==> config.mk <==
export PLATFORM = sky130hd
export DESIGN_NAME = bsg_nor_n_pipe
export DESIGN_NICKNAME = d
export VERILOG_FILES = /design/src/rtl/bsg_nor_n_pipe.sv
export SDC_FILE = /design/constraint.sdc
export NUM_CORES = 1
export LEC_CHECK = 0
export CAP_MARGIN = 30
export CELL_PAD_IN_SITES_DETAIL_PLACEMENT = 0
export CELL_PAD_IN_SITES_GLOBAL_PLACEMENT = 1
export CORE_UTILIZATION = 35
export CTS_CLUSTER_DIAMETER = 80
export CTS_CLUSTER_SIZE = 24
export DETAILED_ROUTE_END_ITERATION = 8
export PLACE_DENSITY = 0.86
export REMOVE_ABC_BUFFERS = 1
export SLEW_MARGIN = 25
export SYNTH_ARGS = -nofsm -noshare
export SYNTH_HDL_FRONTEND = slang
export SYNTH_SLANG_ARGS = --single-unit
==> constraint.sdc <==
create_clock -name clk_i -period 2.07 [get_ports clk_i]
set_input_delay 0.621 -clock clk_i [delete_from_list [all_inputs] [get_ports clk_i]]
set_output_delay 0.621 -clock clk_i [all_outputs]
set_load 0.1 [all_outputs]
==> src/rtl/bsg_nor_n_pipe.sv <==
// bsg_nor_n_pipe: masked N-input bitwise NOR/OR reducer feeding an elastic valid/ready register pipeline.
module bsg_nor_n_pipe #(
    parameter int width_p  = 16,
    parameter int els_p    = 3,
    parameter int stages_p = 2
) (
    input  logic                       clk_i,
    input  logic                       reset_i,
    input  logic                       v_i,
    output logic                       ready_o,
    input  logic [els_p*width_p-1:0]   data_i,
    input  logic [els_p-1:0]           mask_i,
    input  logic                       invert_i,
    output logic                       v_o,
    output logic [width_p-1:0]         data_o,
    input  logic                       ready_i
);
    localparam int last_lp = stages_p - 1;

    logic [width_p-1:0] red;
    logic [stages_p-1:0] v, load;
    logic [width_p-1:0] d [stages_p];

    always_comb begin
        red = '0;
        for (int k = 0; k < els_p; k++)
            red = red | (mask_i[k] ? data_i[k*width_p +: width_p] : '0);
        red = invert_i ? ~red : red;
    end

    // A stage may load iff the consumer takes a beat or some stage at or after it is empty.
    always_comb begin
        load = '0;
        for (int s = 0; s < stages_p; s++) begin
            load[s] = ready_i;
            for (int t = s; t < stages_p; t++)
                load[s] = load[s] | ~v[t];
        end
    end

    always_ff @(posedge clk_i or posedge reset_i) begin
        if (reset_i) begin
            v <= '0;
            for (int s = 0; s < stages_p; s++)
                d[s] <= '0;
        end else begin
            for (int s = 0; s < stages_p; s++) begin
                if (load[s]) begin
                    v[s] <= (s == 0) ? v_i : v[(s == 0) ? 0 : s-1];
                    if ((s == 0) ? v_i : v[(s == 0) ? 0 : s-1])
                        d[s] <= (s == 0) ? red : d[(s == 0) ? 0 : s-1];
                end
            end
        end
    end

    assign ready_o = load[0];
    assign v_o     = v[last_lp];
    assign data_o  = d[last_lp];
endmodule
==> parameters.txt <==
Parameter                              Value

Placed design
  Routability-driven placement congestion ratio    roughly 0.80
  Final HPWL from detailed placement    slightly above 3000 µm
  Port bufs    73
  Cell Area, Placed    approximately 2700 µm²
  Placed Cells incl. Taps    256

Global routing
  First-pass GRT wire length    between 6000 and 7000 µm
  GRT Util Overall    0.173
  Overflow left after global routing    0
  Maximum number of pins on one net before global-route repair    35
  Number of global-route vias before repair    between 1k and 1.5k
  Initial antenna violation count    0

Synth
  Total of warnings raised by yosys    0
  Unique masters post-synth    12
  EDFF count, synth    0
  Most frequent cells after synthesis    34 x sky130_fd_sc_hd__dfrtp_1, 32 x sky130_fd_sc_hd__mux2_2, 16 x sky130_fd_sc_hd__a222oi_1, 16 x sky130_fd_sc_hd__buf_4, 16 x sky130_fd_sc_hd__xnor2_1
  Synth Register Bits    34
  Area share of the largest cell type after synthesis    0.493
  Most used flip-flop cell after synthesis    sky130_fd_sc_hd__dfrtp_1
  Most area-consuming cells after synthesis    sky130_fd_sc_hd__dfrtp_1 49%, sky130_fd_sc_hd__mux2_2 21%, sky130_fd_sc_hd__a222oi_1 9.3%
  Share of flip-flops with an asynchronous set or reset after synthesis    1.00
  Most common cell in the synthesized netlist    sky130_fd_sc_hd__dfrtp_1
  Post-synthesis instance area    1730 µm²
  Share of the yosys chip area belonging to registers    0.493
  Post-synthesis average cell area    between 10 and 15 µm²
  Cell accounting for the most synthesized area    sky130_fd_sc_hd__dfrtp_1
  Synth Instances    129

Critical path
  Crit Path Category    in2out
  Path depth of the worst reg2reg path    6
  Dominant delay contributor by cell family on the critical path    buffers and inverters
  CP Data Required Time    roughly 1.5 ns
  Cell breakdown of the critical path    dlygate4sd2_1, nand3b_1, buf_12
  Sort of element at the end of the critical path    output pin
  Reg-to-Reg End    d[19]
  Crit-path max cell delay    roughly 0.23 ns
  Critical path arrival    1.30 ns
  Max Fanout on Critical Path    2
  Critical-path top delay cell    sky130_fd_sc_hd__dlygate4sd2_1
  CP startpoint kind    input pin
  Crit path buf inv count    2
  Reg-to-Reg Start    v[1]
  Worst R2R Setup Slack    0.45 ns

Pwr
  Power Dens Cells    1190 nW/µm²
  LEAKAGE    1.12 nW
  Worst ir drop on vdd    599 µV

Die
  Die Span Y    about 72 µm
  Std-Cell Rows    25
  Ports placed on the boundary    74
  Core area    4720 µm²
  Initial core utilization    0.366
  Die width    72.2 µm
  Die area    5220 µm²

Route
  Count of nets left with antenna violations after detail routing    0
  Detailed-router iteration count before antenna repair    5
  DRC violations left    0
  Routed wire length    approximately 4200 µm
  Detailed-route vias per instance    slightly below 5
  Final routed wire length divided by cell count    15.8 µm
  DRT iter0 DRCs    between 90 and 100
  Routed vias    between 1k and 1.5k

Job
  Max-Cap Viols    0

Clock tree
  Clock-pin transition on the worst setup and hold timing paths    roughly 0.060 ns
  Hold_buf cts    0
  Clock Sinks    34
  TritonCTS clock tree    done
  CTS root buf    sky130_fd_sc_hd__clkbuf_8
  CTS H-Tree Depth    2
  Inserted Clock Buffers    5
  Clock network latency to the later pin of the worst-skew pair    about 0.29 ns
  Buffers from clock root to sink, at most    2

Timing
  Hold violation count in the final report    0
  Final critical delay including setup and external delays    slightly below 2 ns
  Achievable Freq    0.521 GHz
  Measured slew at the worst slew-check pin    between 0.4 and 0.5 ns
  Setup repair after global routing missed its margin    false
  Worst setup skew after layout    0.00889 ns
  Count of final setup violators    0
  Final worst path period share    0.928
  Slew Limit Fails    0
  Rel. slew slack    0.719

Worst hold path
  Hold Path Sink    d[31]
  Number of cells on the worst hold path    1
  HP Class    reg2reg
  Startpoint of the lowest-slack hold path    d[31]

Outcome
  Status    completed

Cells and area
  Final nets    254
  Layout cell share with drive strength beyond 1    0.352
  Ant. Diodes    0
  Area growth from synthesis to layout    59.6%
  Non-filler instance count after layout    around 270
  Layout fillers    roughly 380
  Final non-filler cell area    around 2800 µm²
-- cell families (layout without fill, tap and decap cells) --
family	count (synthesis)	in the layout	synth area share
buffers and inverters	25	95	0.105
AND/OR/NAND/NOR	6	6	0.0196
flip-flops	34	34	0.493
XOR/XNOR	16	16	0.0812
multiplexers	32	32	0.209
AO/OA/AOI/OAI	16	16	0.0928
-- timing repair --
item	CTS	global route
resized for setup	1	0
endpoints found under the setup margin	1	0
setup buffers	2	0
-- cell type report --
cell class / instances / area (µm²) / share of cell area
repair buffers: 86 / 1030 / 0.374
inverters: 1 / 3.75 / 0.00136
flip-flops and latches: 34 / 851 / 0.309
clock buffers: 7 / 86.3 / 0.0313
well taps: 67 / 83.8 / 0.0304
clock inverters: 1 / 5.00 / 0.00182
multi-input cells: 70 / 694 / 0.252
-- stage by stage --
stage	power, mW	hold slack, ns	util	setup WS [ns]	setup TNS, ns
after global routing	3.42	0.512	0.584	0.113	0
after detailed placement	2.81	0.488	0.561	-0.114	-0.894
after CTS	3.32	0.505	0.584	0.158	0
after global placement	2.78	0.475	0.561	-0.0592	-0.244
final	3.29	0.504	0.584	0.149	0
after floorplan	2.03	0.457	-	-1.12	-18.61
-- per-layer routing --
layer,global-route usage,up-vias,share of wire
met2,0.290,67,0.46
met4,0.0719,0,0.017
met5,0,-,0
met1,0.204,607,0.42
met3,0.0556,7,0.097
li1,-,603,-
-- sequential cells by signal, indices dropped and copies added, names as in the netlist --
| register | cells |
|---|---|
| v | 2 |
| d | 16 |
| data_o | 16 |
-- worst max-delay path by stage --
stage | start | cells after the start | slack (ns) | end
3_3_place_gp | mask_i[1] | 5 | -0.06 | d[17]
2_1_floorplan | v[1] | 3 | -1.12 | d[16]
4_1_cts | ready_i | 3 | 0.16 | ready_o
6_report | ready_i | 3 | 0.15 | ready_o
3_5_place_dp | mask_i[1] | 5 | -0.11 | d[17]
5_1_grt | ready_i | 3 | 0.11 | ready_o
-- report_power, final --
group	switching, mW	internal (mW)
clock network	0.230	0.268
registers	0.157	0.850
logic	1.05	0.738
total	1.43	1.86
-- cells in the final DEF, fill, tap and decap left out --
cell type / n
sky130_fd_sc_hd__a222oi_1: 16
sky130_fd_sc_hd__buf_12: 20
sky130_fd_sc_hd__buf_4: 11
sky130_fd_sc_hd__clkbuf_1: 1
sky130_fd_sc_hd__clkbuf_8: 6
sky130_fd_sc_hd__clkdlybuf4s50_1: 54
sky130_fd_sc_hd__clkinv_2: 1
sky130_fd_sc_hd__dfrtp_1: 34
sky130_fd_sc_hd__dlygate4sd2_1: 1
sky130_fd_sc_hd__inv_1: 1
sky130_fd_sc_hd__mux2_2: 32
sky130_fd_sc_hd__nand2_1: 2
sky130_fd_sc_hd__nand2b_1: 3
sky130_fd_sc_hd__nand3b_1: 1
sky130_fd_sc_hd__xnor2_1: 16
No activity file was read; power rests on OpenSTA's default activity.
